===== src/rtl/serial_magnitude_comparator_if.sv =====
`default_nettype none
// +--------------------------------------------------------------------------+
// | serial_magnitude_comparator_if                                           |
// | Start/done handshake, operands and result flags of the comparator.       |
// | Revision: 1.0                                                            |
// +--------------------------------------------------------------------------+
interface serial_magnitude_comparator_if #(
   parameter int WIDTH = 8
);
   logic             start;
   logic [WIDTH-1:0] a;
   logic [WIDTH-1:0] b;
   logic             busy;
   logic             done;
   logic             gt;
   logic             eq;
   logic             lt;

   modport master (
      output start, a, b,
      input  busy, done, gt, eq, lt
   );

   modport slave (
      input  start, a, b,
      output busy, done, gt, eq, lt
   );
endinterface
`default_nettype wire


===== src/rtl/serial_magnitude_comparator.sv =====
`default_nettype none
// +--------------------------------------------------------------------------+
// | serial_magnitude_comparator                                              |
// | MSB-chunk-first sequential compare with early exit; build macro          |
// | SIGNED_CMP_EN treats operands as two's complement.                       |
// | Revision: 1.0                                                            |
// +--------------------------------------------------------------------------+
module serial_magnitude_comparator #(
   parameter int WIDTH = 8,
   parameter int CHUNK = 2
) (
   input  logic                         clk,
   input  logic                         rst_n,
   serial_magnitude_comparator_if.slave cmp
);
   localparam int c_NCHUNK = WIDTH / CHUNK;
   localparam int c_IDX_W  = (c_NCHUNK > 1) ? $clog2(c_NCHUNK) : 1;
   localparam logic [c_IDX_W-1:0] c_LAST = c_IDX_W'(c_NCHUNK - 1);

   localparam logic [0:0] c_ST_IDLE = 1'b0;
   localparam logic [0:0] c_ST_RUN  = 1'b1;

   logic [0:0]         r_state;
   logic [0:0]         w_state_nxt;
   logic [WIDTH-1:0]   r_sh_a;
   logic [WIDTH-1:0]   r_sh_b;
   logic [c_IDX_W-1:0] r_idx;
   logic               r_done;
   logic               r_gt;
   logic               r_eq;
   logic               r_lt;

   logic [CHUNK-1:0]   w_ca;
   logic [CHUNK-1:0]   w_cb;
   logic               w_chunk_gt;
   logic               w_chunk_lt;
   logic               w_last;
   logic               w_accept;

   assign w_ca     = r_sh_a[WIDTH-1 -: CHUNK];
   assign w_cb     = r_sh_b[WIDTH-1 -: CHUNK];
   assign w_last   = (r_idx == c_LAST);
   assign w_accept = (r_state == c_ST_IDLE) && cmp.start;

   // The sign bit only ever lives in chunk 0, so only that chunk is signed.
   always_comb begin
      w_chunk_gt = 1'b0;
      w_chunk_lt = 1'b0;
`ifdef SIGNED_CMP_EN
      if (r_idx == '0) begin
         w_chunk_gt = $signed(w_ca) > $signed(w_cb);
         w_chunk_lt = $signed(w_ca) < $signed(w_cb);
      end else begin
         w_chunk_gt = w_ca > w_cb;
         w_chunk_lt = w_ca < w_cb;
      end
`else
      w_chunk_gt = w_ca > w_cb;
      w_chunk_lt = w_ca < w_cb;
`endif
   end

   always_ff @(posedge clk or negedge rst_n) begin
      if (!rst_n) begin
         r_state <= c_ST_IDLE;
      end else begin
         r_state <= w_state_nxt;
      end
   end

   always_comb begin
      w_state_nxt = r_state;
      case (r_state)
         c_ST_IDLE: if (cmp.start) w_state_nxt = c_ST_RUN;
         c_ST_RUN:  if (w_chunk_gt || w_chunk_lt || w_last) w_state_nxt = c_ST_IDLE;
         default:   w_state_nxt = c_ST_IDLE;
      endcase
   end

   always_ff @(posedge clk or negedge rst_n) begin
      if (!rst_n) begin
         r_sh_a <= '0;
         r_sh_b <= '0;
         r_idx  <= '0;
         r_done <= 1'b0;
         r_gt   <= 1'b0;
         r_eq   <= 1'b0;
         r_lt   <= 1'b0;
      end else begin
         r_done <= 1'b0;
         if (w_accept) begin
            r_sh_a <= cmp.a;
            r_sh_b <= cmp.b;
            r_idx  <= '0;
            r_gt   <= 1'b0;
            r_eq   <= 1'b0;
            r_lt   <= 1'b0;
         end else if (r_state == c_ST_RUN) begin
            if (w_chunk_gt || w_chunk_lt) begin
               r_gt   <= w_chunk_gt;
               r_lt   <= w_chunk_lt;
               r_done <= 1'b1;
            end else if (w_last) begin
               r_eq   <= 1'b1;
               r_done <= 1'b1;
            end else begin
               r_sh_a <= r_sh_a << CHUNK;
               r_sh_b <= r_sh_b << CHUNK;
               r_idx  <= r_idx + c_IDX_W'(1);
            end
         end
      end
   end

   always_comb begin
      cmp.busy = (r_state == c_ST_RUN);
      cmp.done = r_done;
      cmp.gt   = r_gt;
      cmp.eq   = r_eq;
      cmp.lt   = r_lt;
   end
endmodule
`default_nettype wire


===== src/flat_wrapper.sv =====
// flat-port wrapper written by rule: the top's interface ports become plain ports
module serial_magnitude_comparator_flat 
#(
   parameter int WIDTH = 8,
   parameter int CHUNK = 2
)
  (clk, rst_n, cmp_start, cmp_a, cmp_b, cmp_busy, cmp_done, cmp_gt, cmp_eq, cmp_lt);
  serial_magnitude_comparator_if #(.WIDTH(WIDTH)) cmp_i ();
  input  logic clk;
  input  logic rst_n;
  input wire logic [$bits(cmp_i.start)-1:0] cmp_start;
  input wire logic [$bits(cmp_i.a)-1:0] cmp_a;
  input wire logic [$bits(cmp_i.b)-1:0] cmp_b;
  output wire logic [$bits(cmp_i.busy)-1:0] cmp_busy;
  output wire logic [$bits(cmp_i.done)-1:0] cmp_done;
  output wire logic [$bits(cmp_i.gt)-1:0] cmp_gt;
  output wire logic [$bits(cmp_i.eq)-1:0] cmp_eq;
  output wire logic [$bits(cmp_i.lt)-1:0] cmp_lt;
  assign cmp_i.start = cmp_start;
  assign cmp_i.a = cmp_a;
  assign cmp_i.b = cmp_b;
  assign cmp_busy = cmp_i.busy;
  assign cmp_done = cmp_i.done;
  assign cmp_gt = cmp_i.gt;
  assign cmp_eq = cmp_i.eq;
  assign cmp_lt = cmp_i.lt;
  serial_magnitude_comparator #(.WIDTH(WIDTH), .CHUNK(CHUNK)) u_core (.clk(clk), .rst_n(rst_n), .cmp(cmp_i));
endmodule

===== config.mk =====
export PLATFORM = sky130hd
export DESIGN_NAME = serial_magnitude_comparator_flat
export DESIGN_NICKNAME = d
export VERILOG_FILES = /design/src/rtl/serial_magnitude_comparator_if.sv /design/src/rtl/serial_magnitude_comparator.sv /design/src/flat_wrapper.sv
export SDC_FILE = /design/constraint.sdc
export NUM_CORES = 1
export LEC_CHECK = 0
export CAP_MARGIN = 40
export CORE_AREA = 2 2 59 61
export DETAILED_ROUTE_END_ITERATION = 8
export DIE_AREA = 0 0 61 63
export GPL_ROUTABILITY_DRIVEN = 1
export GPL_TIMING_DRIVEN = 0
export PLACE_DENSITY_LB_ADDON = 0.2
export SLEW_MARGIN = 20
export SYNTH_ARGS = -nofsm -noshare
export SYNTH_HDL_FRONTEND = slang
export SYNTH_SLANG_ARGS = --single-unit

===== constraint.sdc =====
create_clock -name clk -period 1.6 [get_ports clk]
set_input_delay 0.32 -clock clk [delete_from_list [all_inputs] [get_ports clk]]
set_output_delay 0.32 -clock clk [all_outputs]
set_load 0.01 [all_outputs]

==> metrics.yaml, run 1 <==
status:
  status: "completed"
grt:
  grt_pass1_wl_um: 5300
  grt_use_met3: 0.0207
  grt_antenna_before_repair: 0
  track_usage: 0.179
  grt.overflow.total: 0
  first_global_vias: 1159
  grt-busiest-layer: "met2"
  grt_max_degree: 14
  use_met2: 0.285
  grtUsageMet1: 0.246
power:
  p_int_w: 0.00193
  switchingPower_w: 0.00147
  peakVddDrop_mv: 0.718
  pwr-share-clk: 0.081
  power_switching_share: 0.432
  comb_power_share: 0.620
  powerDensity_mw_per_mm2: 1950
  p_leak_nw: 0.739
  seq_power_share: 0.299
setup_path:
  crit_fanout: 9
  path_depth: 5
  crit_arrival_ps: 1770
  crit_path_start_kind: "flip-flop"
  max_stage_delay_ps: 400
  r2r_slack_ps: 50
  end_kind: "flip-flop"
  crit_start: "u_core.r_idx[0]"
  r2r-start: "u_core.r_idx[0]"
  ff2ff_path_depth: 5
  r2r-end: "u_core.r_idx[0]"
  worst_ep_required_time_ps: 1810
  crit_family: "flip-flops"
  critical-path-slowest-cell: "dfrtp_1"
  critPathKind: "flip-flop to flip-flop"
  cp_num_buf_inv: 1
  crit_chain: "ha_1 > buf_6 > and2b_4 > a31oi_2 > mux2_2"
synthesis:
  synthTopCellsByCount: "23 x dfrtp_1, 11 x nand2_1, 9 x a211oi_1, 9 x o31ai_1"
  syn_avg_cell_area_um2: 9.72
  postSynthCellCount: 133
  synth_top_cell_area_share: 0.445
  synth_top_area_cell: "dfrtp_1"
  synth_area_mm2: 0.00129
  syn_nets: 155
  synthDistinctLibCells: 32
  synth_area_leaders: "dfrtp_1 45%, a211oi_1 5.2%, o31ai_1 5.2%"
  yosysMostFrequentCell: "dfrtp_1"
  synth-seq-cells: 23
  yosys_warnings: 0
  async_flop_share: 1.00
  synth-edff-count: 0
  seq_area_frac_synth: 0.445
  ys.flop_type: "dfrtp_1"
worst_hold_path:
  min_path_type: "primary input to asynchronous set/reset pin"
clock_network:
  hold_buffers: 0
  cts_root_buf: "clkbuf_4"
  clkLatencyLatePin_ps: 310
  cts_buffers: 3
  clk_pin_slew_ps: 130
  clock-sinks: 23
  ctsHtreeMaxLevel: 1
  cts_buffer_depth: 2
  cts_tree: "done"
placed_design:
  dp.cells: 203
  place.gp.congestion: 0.815
  place_ws_ps: -97.3
  portBuffers: 23
  dp.final_hpwl_um: 2190
sta:
  fin_tns_setup_ps: 0
  hold_violations: 0
  fin_skew_ps: 5.73
  relSlewSlack: 0.624
  finalCritPeriodShare: 0.971
  fmax_mhz: 643
  report.final.slew_viol_count: 0
  fin_ws_ps: 45.7
  hold_slack_ps: 349
  fin_crit_ps: 1550
  setup_violations: 0
  rsz0062_at_grt: "yes"
  tightest_slew_ps: 562
floorplan:
  initial_core_util: 0.400
  fp.dieArea_mm2: 0.00384
  dieHeight_um: 63
  die_w_um: 61
  core-area_mm2: 0.00323
  rows: 21
  pin_count: 24
detailed_routing:
  routed_via_density: 5.49
  vias: 1181
  first_iter_violations: 47
  post_drt_wl_per_cell_um: 14.9
  drc: 0
  final_antenna_net_count: 0
  routed_wl_um: 3210
  firstDrtPassIters: 4
final_layout:
  nNetsFinal: 192
  area_growth_pct: 35.1
  utilization: 0.540
  insertedDiodeCount: 0
  finalNonFillerCells: 215
  final_layout_size_suffix_gt1_frac: 0.201
run:
  cap_viol_max_count: 0
[what timing repair did]
item,4_1_cts,5_1_grt
pin swaps,1,2
resized for setup,4,17
setup endpoints to repair,18,17
hold endpoints to repair,0,0
buffers inserted,3,5
[worst reg2reg max path, cell delays in order, from the launching register on]
cell	delay, ps
dfrtp_1	400
ha_1	210
buf_6	140
and2b_4	290
a31oi_2	140
mux2_2	280
[cells in the final DEF, fill, tap and decap left out, drive strengths merged]
master         instances
a211oi                 9
a21oi                  2
a221oi                 1
a311oi                 4
a31oi                  8
and2                   7
and2b                  1
buf                   17
clkbuf                 8
clkdlybuf4s50         21
dfrtp                 23
dlymetal6s2s           2
ha                     3
inv                    7
mux2                   1
nand2                 11
nand2b                 3
nand3                  1
nand4                  2
nand4b                 7
nor2                   6
nor2b                  4
nor3                   3
nor4                   2
o21a                   1
o21ai                  4
o221ai                 1
o31a                   1
o31ai                  9
[power by group through the flow]
stage	sequential (W)	combinational (W)	clock, W
6_report	0.00102	0.00211	0.000275
5_1_grt	0.00104	0.00234	0.000305
4_1_cts	0.00101	0.00181	0.000281
3_5_place_dp	0.00105	0.00169	0
3_3_place_gp	0.00104	0.00166	0
2_1_floorplan	0.00102	0.00122	0
[per-layer routing]
metal  part of all wire  vias to the layer above
met4              0.024                        0
li1                   -                      565
met3              0.047                        7
met1               0.45                      573
met5                  0                        -
met2               0.48                       36
[flip-flops by register name (all words and copies together), names as in the netlist]
register,cells
u_core.r_sh_b,8
u_core.cmp.busy,1
u_core.r_sh_a,8
u_core.cmp.done,1
u_core.cmp.gt,1
u_core.cmp.eq,1
u_core.cmp.lt,1
u_core.r_idx,2
[area by class of cell]
class / count / area (um^2)
Buffer: 12 / 86.3
Timing Repair Buffer: 32 / 314
Inverter: 7 / 26.3
Multi-Input combinational cell: 91 / 659
Tap cell: 46 / 57.6
Sequential cell: 23 / 577
Clock buffer: 4 / 26.3
Fill cell: 306 / 1490
[worst max path at each step]
| stage | to | slack (ps) |
|---|---|---|
| 2_1_floorplan | u_core.r_idx[0] | 150 |
| 3_3_place_gp | u_core.r_sh_a[4] | -100 |
| 3_5_place_dp | u_core.r_sh_a[4] | -100 |
| 4_1_cts | u_core.r_sh_a[7] | 10 |
| 5_1_grt | u_core.r_sh_b[6] | -50 |
| 6_report | u_core.r_idx[0] | 50 |
[kinds of logic (layout without fill, tap and decap cells)]
group,Yosys count,in the layout,synth area share
AOI/OAI and AO/OA,40,40,0.229
adders and majority gates,3,3,0.0290
buffers and inverters,19,55,0.0716
DFF,23,23,0.445
muxes,1,1,0.00871
and+or+nand+nor,47,47,0.216
[per-stage QoR]
step	cell area (um^2)	total power, W
final	1750	0.00340
after global placement	1580	0.00270
after floorplan	1290	0.00224
after CTS	1650	0.00310
after global routing	1750	0.00369
after detailed placement	1600	0.00274
Power figures use the tool's default switching activity.
==> run 2, diff against run 1 <==
clock period = 2 ns   (was 1.6 ns; I/O delays follow)
==> run 2 against run 1 <==
Routed wire length is 7.1% lower. Cell count is 3.7% lower. Sequential cell count stayed put. Clock-buffer cell count stayed put. Via count is 3.6% lower. Global-route usage is 0.37 points lower. Clock skew is 4.6 ps lower. Register-to-register slack better by 260 ps. Core utilization is 3.9 points lower. Critical path type is now flip-flop to output pin. Largest power group unchanged.
==> metrics.yaml, run 2 (synthesis gave the netlist of run 1 again) <==
sta:
  relSlewSlack: 0.635
  setup_violations: 0
  fin_ws_ps: 168
  fin_crit_ps: 1830
  hold_slack_ps: 430
  fmax_mhz: 546
  fin_skew_ps: 1.16
  hold_violations: 0
  fin_tns_setup_ps: 0
  finalCritPeriodShare: 0.916
  report.final.slew_viol_count: 0
  tightest_slew_ps: 546
  rsz0062_at_grt: "no"
detailed_routing:
  firstDrtPassIters: 4
  final_antenna_net_count: 0
  routed_via_density: 5.50
  first_iter_violations: 48
  post_drt_wl_per_cell_um: 14.4
  routed_wl_um: 2980
  vias: 1139
  drc: 0
clock_network:
  cts_buffer_depth: 2
  cts_setup_buffers: 0
  clkLatencyLatePin_ps: 310
  cts_tree: "done"
  hold_buffers: 0
  cts_root_buf: "clkbuf_4"
  cts_resized: 0
  clk_pin_slew_ps: 120
  ctsHtreeMaxLevel: 1
  clock-sinks: 23
  cts_buffers: 3
setup_path:
  crit_chain: "clkdlybuf4s50_1"
  max_stage_delay_ps: 600
  r2r-start: "u_core.r_sh_b[6]"
  crit_end: "cmp_busy"
  critical-path-slowest-cell: "clkdlybuf4s50_1"
  path_depth: 1
  crit_fanout: 8
  end_kind: "output pin"
  cp_num_buf_inv: 1
  critPathKind: "flip-flop to output pin"
  ff2ff_path_depth: 5
  crit_arrival_ps: 1430
  crit_family: "buffers and inverters"
  crit_start: "u_core.cmp.busy"
  crit_path_start_kind: "flip-flop"
  r2r_slack_ps: 310
  worst_ep_required_time_ps: 1600
  r2r-end: "u_core.r_sh_a[7]"
status:
  status: "completed"
floorplan:
  pin_count: 24
  rows: 21
  die_w_um: 61
  dieHeight_um: 63
  initial_core_util: 0.400
  fp.dieArea_mm2: 0.00384
  core-area_mm2: 0.00323
placed_design:
  place.gp.congestion: 0.815
  dp.cells: 203
  portBuffers: 23
  dpl_cell_area_mm2: 0.00160
  place_ws_ps: 223
  dp.final_hpwl_um: 2190
final_layout:
  finalInstanceArea_mm2: 0.00162
  insertedDiodeCount: 0
  finalNonFillerCells: 207
  final_layout_size_suffix_gt1_frac: 0.106
  nNetsFinal: 184
  area_growth_pct: 25.5
  layout_common_cells: "23 x clkdlybuf4s50_1, 23 x dfrtp_1, 11 x nand2_1, 9 x o31ai_1, 9 x a211oi_1"
  top_regs: "u_core.r_sh_a (8), u_core.r_sh_b (8), u_core.r_idx (2)"
grt:
  first_global_vias: 1140
  grt_antenna_before_repair: 0
  track_usage: 0.176
  grt_pass1_wl_um: 5210
  grt_max_degree: 14
  grt.overflow.total: 0
power:
  peakVddDrop_mv: 0.548
  pwr-share-clk: 0.090
  seq_power_share: 0.346
  comb_power_share: 0.564
  p_leak_nw: 0.658
  p_int_w: 0.00133
  switchingPower_w: 0.00107
  powerDensity_mw_per_mm2: 1480
  power_switching_share: 0.445
run:
  cap_viol_max_count: 0
worst_hold_path:
  min_path_type: "primary input to asynchronous set/reset pin"
[run 2: worst min path at each step]
stage / cells past startpoint / to / startpoint
6_report: 1 / u_core.r_sh_b[7] / rst_n
3_5_place_dp: 2 / u_core.cmp.gt / u_core.cmp.gt
2_1_floorplan: 0 / u_core.cmp.busy / rst_n
3_3_place_gp: 2 / u_core.cmp.gt / u_core.cmp.gt
4_1_cts: 1 / u_core.r_idx[0] / rst_n
5_1_grt: 1 / u_core.cmp.busy / rst_n
[run 2: layout make-up]
type                            count  area (um^2)
Tap cell                           46         57.6
Clock buffer                        4         26.3
Fill cell                         319         1610
Buffer                             12         66.3
Inverter                            7         26.3
Timing Repair Buffer               24          245
Multi-Input combinational cell     91          624
Sequential cell                    23          576
[run 2: metrics by stage]
step,total power [W],utilization
6_report,0.00240,0.502
5_1_grt,0.00262,0.502
4_1_cts,0.00241,0.502
3_5_place_dp,0.00219,0.494
3_3_place_gp,0.00216,0.489
2_1_floorplan,0.00179,-
[run 2: power by group through the flow]
stage	Clock, W	Combinational, W	Sequential [W]
finish	0.000216	0.00135	0.000829
global route	0.000244	0.00152	0.000857
CTS	0.000225	0.00136	0.000827
detailed placement	0	0.00135	0.000839
global placement	0	0.00133	0.000830
floorplan	0	0.000977	0.000815
[run 2: layer usage]
layer  wire length, um  vias up  share of wire  GRT usage
met2              1410       31           0.47      0.286
met1              1400      554           0.47      0.240
met4                29        0         0.0097     0.0516
met5                 0        -              0          0
met3               140        4          0.047     0.0207
li1                  -      550              -          -
==> edit, RTL diff (config.mk and constraints of run 1) <==
Build with the macro `SIGNED_CMP_EN` defined.
--- a/src/rtl/serial_magnitude_comparator.sv
+++ b/src/rtl/serial_magnitude_comparator.sv
@@ -5,6 +5,8 @@
 // | SIGNED_CMP_EN treats operands as two's complement.                       |
 // | Revision: 1.0                                                            |
 // +--------------------------------------------------------------------------+
+`define SIGNED_CMP_EN
+
 module serial_magnitude_comparator #(
    parameter int WIDTH = 8,
    parameter int CHUNK = 2
Check against the original RTL: not equivalent (a bounded check fails within 4 cycles, from zero or initial values and one cycle with rst_n low).
==> edit against run 1 <==
  * The run now ends with negative setup slack left
  * Final area increased by 1.7%
  * Count of clock-buffer cells in the layout decreased by 1
  * Routed wire length fell by 16%
  * Global-route usage fell by 1.8 points
  * Power up 1.3%
  * Maximum frequency shrank 13%
  * Sequential cell count unchanged
  * Worst setup slack got worse by 0.22 ns
  * Synthesized area fell by 2.8%
  * Via count down 17%
  * Critical path type unchanged
  * Critical endpoint is now u_core.r_sh_a[5]
  * Largest cell class unchanged
  * Largest power group unchanged
  * Highest routed layer unchanged
==> edit: results (changes against run 1) <==
status=finished with violations; drt wl/cell=13.0 um (-13%); Arrival @ worst endpoint=1.99 ns (+0.22 ns); routed wire length=2.69 mm (-16%); clock skew=0.00456 ns (-0.00117 ns); Final GP Congestion=0.769 (-5.7%); maximum vdd drop=0.931 mV (+30%); Top Registers=u_core.r_sh_a (8), u_core.r_sh_b (8), u_core.r_idx (2); top post-synthesis cells by area=dfrtp_1 (46%), nand2_1 (9.0%), nand3_1 (6.0%); synthesized instance count=121 (-9.0%); Worst-Skew Late Latency=0.31 ns (about the same); Synth Area in XOR/XNOR=0% (unchanged); largest family of logic cells by synthesized area=simple AND/OR/NAND/NOR gates; post-synthesis compound-gate area fraction=18.6% (-4.3 points); GRT Total Usage=16.1% (-1.8 points); wl on met1=1.23 mm (-15%); CTS max path bufs=2 (unchanged); CTS-repair resized insts=5 (+1); met3 WL post-DR=108 um (-29%); number of global-route vias before repair=992 (-14%); Setup-failing EPs final=22 (+22); failing checks=negative setup slack; YS warnings=0 (unchanged); Static Leak=0.795 nW (+7.6%); Post-DP Area=1580 um2 (-1.0%); ys flop type=dfrtp_1; count of input and output buffers=23 (unchanged); highest routed metal layer=met4; Synth async-reset ratio=100% (unchanged); critical-path maximum fanout=5 (-4); M1 GR Usage=22.0% (-2.7 points); hold crit path type=in -> async; via count=983 (-17%); first-pass GRT wire length=4.70 mm (-11%); postcts setup bufs=9 (+6); setup ws final=-0.177 ns (-0.222 ns); adder-cell area share of the yosys netlist=7.17% (+4.3 points); GRT met2 Usage=25.5% (-3.0 points); met3 Track Usage GR=3.73% (+1.7 points); Detail Placement HPWL=1.88 mm (-14%); # placed instances=191 (-5.9%); max incr delay on CP=0.44 ns (+0.04 ns); Initial DRT Pass Iterations=4 (unchanged); sequential share of the synthesized area=45.8% (+1.3 points); slowest cell on the critical path=dfrtp_1; top post-synthesis cells by count=nand2_1 (30), dfrtp_1 (23), nand3_1 (15), inv_1 (7), o211ai_2 (6); Slew headroom=61.1% (-1.3 points); DR WL met2=1.32 mm (-14%); htree depth=1 (unchanged); Distinct cells, synth=28 (-13%); Starting DRT DRC Count=32 (-32%); Syn Nets=146 (-5.8%); mux cell area share after synthesis=2.69% (+1.8 points); Diodes inserted=0 (unchanged); Remaining DRCs=0 (unchanged); fraction of layout cells with a size suffix above 1=28.0% (+7.8 points); largest net degree at the start of global routing=15 (+1)
==> edit: where the power goes <==
group          switching (mW)  leakage (nW)  internal (mW)  total (mW)
Clock                   0.176        0.0139         0.0955       0.272
Sequential              0.172         0.288          0.841        1.01
Combinational           0.968         0.493           1.19        2.16
Total                    1.32         0.795           2.13        3.44
==> edit: per-stage QoR <==
step,worst slack (ns),TNS [ns],hold WS [ns]
2_1_floorplan,-0.200,-2.67,0.0244
3_3_place_gp,-0.395,-6.69,0.491
3_5_place_dp,-0.410,-6.45,0.498
4_1_cts,-0.171,-2.79,0.357
5_1_grt,-0.237,-4.38,0.366
6_report,-0.177,-2.85,0.358
==> edit: worst paths after layout <==
check / slack (ns) / startpoint / to / cells after the start
max in group asynchronous: 0.74 / rst_n / u_core.r_sh_a[7] / 2
worst max register to register: -0.18 / u_core.r_sh_b[6] / u_core.r_sh_a[5] / 7
worst min register to register: 0.52 / u_core.r_sh_b[3] / u_core.r_sh_b[5] / 2
worst max-delay path: -0.18 / u_core.r_sh_b[6] / u_core.r_sh_a[5] / 7
worst min-delay path: 0.36 / rst_n / u_core.r_sh_a[1] / 1
min in group clk: 0.52 / u_core.r_sh_b[3] / u_core.r_sh_b[5] / 2
==> edit: critical path, delay by kind of cell (launching register included) <==
kind                     cells  cell delay, ns
AO/OA/AOI/OAI                1            0.08
buffers and inverters        2            0.22
multiplexers                 1            0.18
flip-flops                   1            0.44
adder cells (fa/ha/maj)      2            0.54
AND/OR/NAND/NOR              1            0.22
==> edit: area by class of cell <==
class | instances | area [um2]
inverters | 7 | 26.3
clock buffers | 3 | 22.5
flip-flops and latches | 23 | 577
plain buffers | 6 | 42.5
multi-input cells | 83 | 627
well taps | 46 | 57.6
clock inverters | 1 | 7.51
fillers | 305 | 1460
repair buffers | 38 | 417
